$ cat src/rtl/aes_uart_block_rx.sv
// aes_uart_block_rx
// UART receiver and block assembler feeding the AES core.
// Deserialises 8N1 frames (8E1 when UART_RX_PARITY_EN is defined), packs
// BLOCK_BYTES bytes into one wide word (first byte in the top byte) and
// presents it through a valid/ready holding register. The next block can
// assemble while the held block waits for the consumer.
//
// Optional feature macro: UART_RX_PARITY_EN (even parity bit after data)
//
// Ports
//   clk         clock, rising edge
//   rst_n       synchronous active-low reset
//   uart_rx     asynchronous serial input, idle high
//   blk_ready   consumer accepts the held block
//   blk_valid   held block available
//   blk_data    held block, 8*BLOCK_BYTES bits
//   byte_cnt    bytes currently in the assembly register
//   rx_busy     receiver FSM not idle
//   frame_err   1-cycle pulse, stop bit sampled low
//   parity_err  1-cycle pulse, parity mismatch (0 without the macro)
//   overrun     1-cycle pulse, completed block dropped
module aes_uart_block_rx #(
   parameter int CLKS_PER_BIT = 16,
   parameter int BLOCK_BYTES  = 16
) (
   input  logic                             clk,
   input  logic                             rst_n,
   input  logic                             uart_rx,
   input  logic                             blk_ready,
   output logic                             blk_valid,
   output logic [8*BLOCK_BYTES-1:0]         blk_data,
   output logic [$clog2(BLOCK_BYTES+1)-1:0] byte_cnt,
   output logic                             rx_busy,
   output logic                             frame_err,
   output logic                             parity_err,
   output logic                             overrun
);

   localparam int CW   = $clog2(CLKS_PER_BIT);
   localparam int BCW  = $clog2(BLOCK_BYTES + 1);
   localparam int HALF = CLKS_PER_BIT / 2;
   localparam int BW   = 8 * BLOCK_BYTES;

   typedef enum logic [2:0] {
      S_IDLE,
      S_START,
      S_DATA,
`ifdef UART_RX_PARITY_EN
      S_PARITY,
`endif
      S_STOP,
      S_BREAK
   } state_t;

   state_t         state, state_nx;
   logic [CW-1:0]  cnt, cnt_nx;
   logic [2:0]     bit_idx, bit_nx;
   logic [1:0]     sync_q;
   logic           rx_s;
   logic           bit_smp, stop_smp;
   logic [7:0]     shreg;
   logic [BW-1:0]  asm_reg, asm_next;
   logic           byte_ok;

   // two-flop synchroniser, reset to idle-high so reset never looks like a start bit
   always_ff @(posedge clk) begin
      if (!rst_n) sync_q <= 2'b11;
      else        sync_q <= {sync_q[0], uart_rx};
   end
   assign rx_s = sync_q[1];

   // state register
   always_ff @(posedge clk) begin
      if (!rst_n) begin
         state   <= S_IDLE;
         cnt     <= '0;
         bit_idx <= '0;
      end else begin
         state   <= state_nx;
         cnt     <= cnt_nx;
         bit_idx <= bit_nx;
      end
   end

`ifdef UART_RX_PARITY_EN
   logic par_smp;
   logic par_bad;
`endif

   // next state and sample strobes
   always_comb begin
      state_nx = state;
      cnt_nx   = cnt + CW'(1);
      bit_nx   = bit_idx;
      bit_smp  = 1'b0;
      stop_smp = 1'b0;
`ifdef UART_RX_PARITY_EN
      par_smp  = 1'b0;
`endif
      case (state)
         S_IDLE: begin
            // cnt tracks cycles since the edge, so the edge cycle is 0
            cnt_nx = CW'(1);
            bit_nx = '0;
            if (!rx_s) state_nx = S_START;
         end
         S_START: begin
            if (cnt == CW'(HALF - 1)) begin
               cnt_nx = '0;
               if (rx_s) state_nx = S_IDLE;
               else      state_nx = S_DATA;
            end
         end
         S_DATA: begin
            if (cnt == CW'(CLKS_PER_BIT - 1)) begin
               cnt_nx  = '0;
               bit_smp = 1'b1;
               bit_nx  = bit_idx + 3'd1;
               if (bit_idx == 3'd7) begin
`ifdef UART_RX_PARITY_EN
                  state_nx = S_PARITY;
`else
                  state_nx = S_STOP;
`endif
               end
            end
         end
`ifdef UART_RX_PARITY_EN
         S_PARITY: begin
            if (cnt == CW'(CLKS_PER_BIT - 1)) begin
               cnt_nx   = '0;
               par_smp  = 1'b1;
               state_nx = S_STOP;
            end
         end
`endif
         S_STOP: begin
            if (cnt == CW'(CLKS_PER_BIT - 1)) begin
               cnt_nx   = '0;
               stop_smp = 1'b1;
               // straight back to IDLE so a zero-gap start bit is caught
               if (rx_s) state_nx = S_IDLE;
               else      state_nx = S_BREAK;
            end
         end
         S_BREAK: begin
            // a line held low must go high before a new frame is accepted
            cnt_nx = '0;
            if (rx_s) state_nx = S_IDLE;
         end
         default: state_nx = S_IDLE;
      endcase
   end

   assign rx_busy = (state != S_IDLE);

   always_comb begin
      asm_next      = asm_reg << 8;
      asm_next[7:0] = shreg;
   end

`ifdef UART_RX_PARITY_EN
   assign byte_ok = !par_bad;

   always_ff @(posedge clk) begin
      if (!rst_n) begin
         par_bad    <= 1'b0;
         parity_err <= 1'b0;
      end else begin
         parity_err <= 1'b0;
         if (state == S_IDLE) par_bad <= 1'b0;
         if (par_smp) begin
            // even parity: data bits plus parity bit xor to 0
            par_bad    <= rx_s ^ (^shreg);
            parity_err <= rx_s ^ (^shreg);
         end
      end
   end
`else
   assign byte_ok    = 1'b1;
   assign parity_err = 1'b0;
`endif

   // data path: shift register, assembly, holding register
   always_ff @(posedge clk) begin
      if (!rst_n) begin
         shreg     <= '0;
         asm_reg   <= '0;
         byte_cnt  <= '0;
         blk_data  <= '0;
         blk_valid <= 1'b0;
         frame_err <= 1'b0;
         overrun   <= 1'b0;
      end else begin
         frame_err <= 1'b0;
         overrun   <= 1'b0;
         if (blk_valid && blk_ready) blk_valid <= 1'b0;
         if (bit_smp) shreg <= {rx_s, shreg[7:1]};
         if (stop_smp) begin
            if (!rx_s) begin
               frame_err <= 1'b1;
            end else if (byte_ok) begin
               if (byte_cnt == BCW'(BLOCK_BYTES - 1)) begin
                  byte_cnt <= '0;
                  asm_reg  <= '0;
                  // a handshake this cycle frees the holding register
                  if (blk_valid && !blk_ready) begin
                     overrun <= 1'b1;
                  end else begin
                     blk_data  <= asm_next;
                     blk_valid <= 1'b1;
                  end
               end else begin
                  asm_reg  <= asm_next;
                  byte_cnt <= byte_cnt + BCW'(1);
               end
            end
         end
      end
   end

endmodule

$ cat config.mk
export PLATFORM = sky130hd
export DESIGN_NAME = aes_uart_block_rx
export DESIGN_NICKNAME = d
export VERILOG_FILES = /design/src/rtl/aes_uart_block_rx.sv
export SDC_FILE = /design/constraint.sdc
export NUM_CORES = 1
export LEC_CHECK = 0
export CAP_MARGIN = 20
export CORE_ASPECT_RATIO = 1.1
export CORE_UTILIZATION = 49
export DETAILED_ROUTE_END_ITERATION = 10
export PLACE_DENSITY = 0.71
export SLEW_MARGIN = 20
export SYNTH_ARGS = -nofsm -noshare
export SYNTH_HDL_FRONTEND = slang
export SYNTH_SLANG_ARGS = --single-unit
$ cat constraint.sdc
create_clock -name clk -period 2.35 [get_ports clk]
set_input_delay 0.47 -clock clk [delete_from_list [all_inputs] [get_ports clk]]
set_output_delay 0.47 -clock clk [all_outputs]
set_load 0.1 [all_outputs]
; ---- After elaboration in Yosys (flattened, before gate mapping)
; Cells that the tools add are included.
[totals]
inputBits = 4
regBits = 276
word_cells = 68
out_inout_bits = 138
[op_classes]
n_bitwise = 1
reduce_logical = 13
muxes = 26
add_sub_neg = 3
eq_ne = 14
[op_table]
columns = op, n
row1 = $mux 120, 1
row2 = $mux 3, 8
row3 = $pmux 4 s4, 1
row4 = $pmux 3 s5, 1
row5 = $ne 2x2->1 const B, 6
row6 = $mux 1, 10
row7 = $mux 4, 2
row8 = $reduce_and 4->1, 2
row9 = $eq 3x2->1 const B, 2
row10 = $eq 3x3->1 const B, 2
row11 = $pmux 3 s2, 1
row12 = $reduce_and 2->1, 3
row13 = $reduce_and 6->1, 1
row14 = $add 5x1->5 const B, 1
row15 = $eq 5x4->1 const B, 1
row16 = $mux 5, 1
row17 = $add 4x1->4 const B, 1
row18 = $eq 4x3->1 const B, 1
row19 = $eq 4x4->1 const B, 1
row20 = $add 3x1->3 const B, 1
row21 = $eq 3x1->1 const B, 1
row22 = $logic_not 3->1, 1
row23 = $reduce_bool 3->1, 1
row24 = $logic_and 1x1->1, 2
row25 = 5 further kinds, 5

; ---- Depth between registers and ports, before layout
[depth]
ltp_word = 6
mapped_depth = 7
depth_no_buf = 4

; ---- Worst setup path before layout
; Ideal clock, no wire load.
[synth_path]
kind = register to register
from = register byte_cnt[0]
to = register blk_data[47]
arrival_time_ns = 2.350
setup_ns = 0.072
path_slack_ns = -0.072
n_path_buf = 2
required_time_ns = 2.278
period_less_slack_ns = 2.422
path_stages_with_launch = 7
path_cell_list = dfxtp_1 > ha_1 > nand4b_1 > nor4_2 > buf_4 > buf_4 > mux2i_1
[synth_between]
elab_chain_cells = 2
[synth_rtl]
columns = item, line_no
row1 = start: declaration, 32  ; output logic [$clog2(BLOCK_BYTES+1)-1:0] byte_cnt,
row2 = start signal: assignment, 215  ; byte_cnt <= byte_cnt + BCW'(1);
row3 = $eq 5x4->1, 203  ; if (byte_cnt == BCW'(BLOCK_BYTES - 1)) begin
row4 = $reduce_and 4->1 (no line), n/a
row5 = end signal: assignment, 210  ; blk_data <= asm_next;
row6 = end: declaration, 31  ; output logic [8*BLOCK_BYTES-1:0] blk_data,
; Every way passes these cells.
; A chain may end at the register's enable or synchronous reset.

; ---- Final worst setup path
[layout_path]
from = register state[0]
to = output port rx_busy
[layout_between]
elab_chain_cells = 1
[layout_rtl]
columns = item, line_no
row1 = start: declaration, 55  ; state_t state, state_nx;
row2 = start signal: assignment, 79  ; state <= state_nx;
row3 = $reduce_bool 3->1, 155  ; assign rx_busy = (state != S_IDLE);
row4 = end: declaration, 33  ; output logic rx_busy,
; Every way passes these cells.

==> impl_metrics.yaml <==
run:
  drv_cap: 0
logic_synthesis:
  syn_area_mm2: 0.0108
  synthFlopType: "dfxtp_1"
  synth_adder_area_share: 0.00465
  synthMuxAreaShare: 0.120
  synth_edf_count: 0
  avgSynthCellArea_um2: 8.68
  synthArstFlopShare: 0
  synth_nets: 1248
  yosys.area_share.simple: 0.172
  yosysUniqueCellTypes: 40
  yosysWarnings: 0
  synth_xor_area_frac: 0.00244
  synthCells: 1240
  synth_top_family_by_area: "simple AND/OR/NAND/NOR gates"
  yosysSeqAreaShare: 0.513
  synth_compound_area_frac: 0.134
  ys_ff_latch: 276
clock_tree:
  clock-sinks: 276
  clk_pin_slew_ns: 0.06
  clock_latency_ns: 0.52
  tritoncts: "built"
  clockBufferDepth: 3
  cts_resized: 0
  cts_hold_buf: 0
  cts_max_level: 1
  root_buffer: "clkbuf_16"
  post_cts_buffers: 0
  cts_made_buffers: 27
global_route:
  antenna_found_initial: 0
  grt_max_degree: 95
  grt_pass1_wl_mm: 40.3
  grt_overflow: 0
  grt_pass1_vias: 7996
  track_usage: 0.216
route:
  drc: 0
  wire_per_inst_um: 15.2
  viasPerCell: 5.42
  dr.pass1.iters: 4
  drt_iter0_markers: 604
  via_count: 8784
  drtAntennaViolNets: 0
  drt_wl_total_mm: 24.6
power:
  pwr-share-clk: 0.459
  switching_share: 0.211
  vdd_drop_max_mv: 0.494
  p_total_mw: 8.98
  powerDensity_mw_per_mm2: 698
  p_int_mw: 7.09
  power_frac_comb: 0.019
  p_switching_mw: 1.89
  pwr-share-seq: 0.522
  p_leak_nw: 4.37
sta:
  final_max_slew_viol_count: 0
  tightest_slew_ns: 0.872
  finClkSkew_ns: 0.0196
  fmax_ghz: 0.461
  period_needed_ns: 2.17
  min_period_over_period: 0.924
  hold_viol_final: 0
  fin_setup_tns_ns: 0
  final-setup-viol-count: 0
  rsz0062_at_grt: "no"
  maxSlewHeadroom: 0.418
cells_and_area:
  fill_cells: 1940
  antenna_cells: 0
  num-nets-final: 1322
  syn_to_final_growth_pct: 19.5
  layout-drive-gt1-share: 0.162
  postLayoutCellArea_mm2: 0.0129
  largest_reg_flops: 128
  finalCoreUtilization: 0.600
worst_setup_path:
  cp.required_ns: 1.88
  path_class: "register to primary output"
  worstPathBufferInverterCount: 2
  slowest_delay_ns: 0.46
  cpLargestDelayFamily: "simple AND/OR/NAND/NOR gates"
  path_max_fanout: 10
  cp.arrival_ns: 1.70
  critPathSlowestCell: "or3_1"
  cp-end-kind: "primary output"
  start_kind: "register"
  path_cells: "buf_4, or3_1, buf_12"
run_status:
  status: "finished, final reports clean"
floorplan:
  boundaryPins: 142
  die_h_um: 157
  initial_core_util: 0.502
  die_area_mm2: 0.0226
  die_w_um: 143
  core_mm2: 0.0214
  core.rowCount: 56
placement:
  routabilityCongestion: 0.768
  io_buffers: 140
  dpl.hpwl_mm: 15.0
  dpl-instance-area_mm2: 0.0120
worst_hold_path:
  min_path_type: "register to register"
cell families (layout without fill, tap and decap cells):
| logic type | after synthesis | after routing |
|---|---|---|
| XOR/XNOR | 3 | 3 |
| multiplexers | 129 | 129 |
| adder cells (fa/ha/maj) | 4 | 4 |
| AO/OA/AOI/OAI | 278 | 278 |
| buffers and inverters | 124 | 214 |
| AND/OR/NAND/NOR | 425 | 425 |
| other | 1 | 1 |
| flip-flops | 276 | 276 |
power by group through the flow:
stage	clock network [mW]	registers (mW)	logic, mW
after global placement	0	4.79	0.168
after global routing	4.39	4.68	0.184
after detailed placement	0	4.79	0.168
after CTS	4.21	4.69	0.169
final	4.12	4.69	0.168
after floorplan	0	4.79	0.129
final timing paths:
check | cells past startpoint | start | endpoint | slack (ns)
worst max-delay path | 3 | state[0]$_SDFFE_PN0P_ | rx_busy | 0.18
worst max register to register | 6 | cnt[0]$_SDFF_PN0_ | blk_data[60]$_SDFFE_PN0P_ | 0.30
worst min register to register | 2 | asm_reg[112]$_SDFFE_PN0P_ | blk_data[120]$_SDFFE_PN0P_ | 0.45
worst min-delay path | 2 | asm_reg[112]$_SDFFE_PN0P_ | blk_data[120]$_SDFFE_PN0P_ | 0.45
layout make-up:
class	count	area, um^2	share of cell area
clock inverter	7	43.8	0.00340
sequential	276	5530	0.430
clock buffer	38	807	0.0627
timing repair buffer	165	1410	0.110
tap	290	363	0.0282
inverter	4	15.0	0.00117
multi-input combinational	840	4700	0.365
tightest hold or removal path: cells and delay by family (launching register included):
family | cells | cell delay, ns
flops | 1 | 0.31
mux | 1 | 0.06
simple gates | 1 | 0.05
stage by stage:
| stage | worst slack [ns] | hold WS, ns | cells |
|---|---|---|---|
| 2_1_floorplan | 0.0701 | 0.386 | 1240 |
| 3_3_place_gp | 0.287 | 0.432 | 1575 |
| 3_5_place_dp | 0.247 | 0.441 | 1575 |
| 4_1_cts | 0.163 | 0.455 | 1620 |
| 5_1_grt | 0.124 | 0.468 | 1620 |
| 6_report | 0.180 | 0.450 | 1620 |
synth_stat cells, drive strengths merged, types with 3 or more instances:
| library cell | count | area share |
|---|---|---|
| nand2 | 264 | 0.092 |
| nor2 | 5 | 0.0017 |
| ha | 4 | 0.0046 |
| inv | 4 | 0.0014 |
| dfxtp | 276 | 0.51 |
| nand2b | 3 | 0.0017 |
| o22ai | 3 | 0.0017 |
| a21oi | 133 | 0.062 |
| xor2 | 3 | 0.0024 |
| buf | 48 | 0.027 |
| mux2i | 129 | 0.12 |
| o21ai | 130 | 0.060 |
| o31ai | 3 | 0.0034 |
| clkbuf | 72 | 0.025 |
| nand3 | 134 | 0.062 |
routing by layer:
layer	track usage	vias to the layer above	routed length (um)
li1	-	4389	-
met1	0.305	4171	11400
met2	0.353	200	11700
met3	0.0283	24	1160
met4	0.0461	0	294
met5	0	-	0
cells in the final DEF, fill, tap and decap left out, types with 3 or more instances in the layout:
cell	count
nor2_1	5
inv_1	4
o21ai_0	130
dfxtp_1	274
nand2_1	264
mux2i_1	129
buf_12	13
clkbuf_8	10
ha_1	4
clkbuf_16	27
clkinv_2	4
xor2_1	3
nand3_1	133
buf_4	149
nand2b_1	3
a21oi_1	133
o22ai_1	3
(Power assumes the default switching activity.)
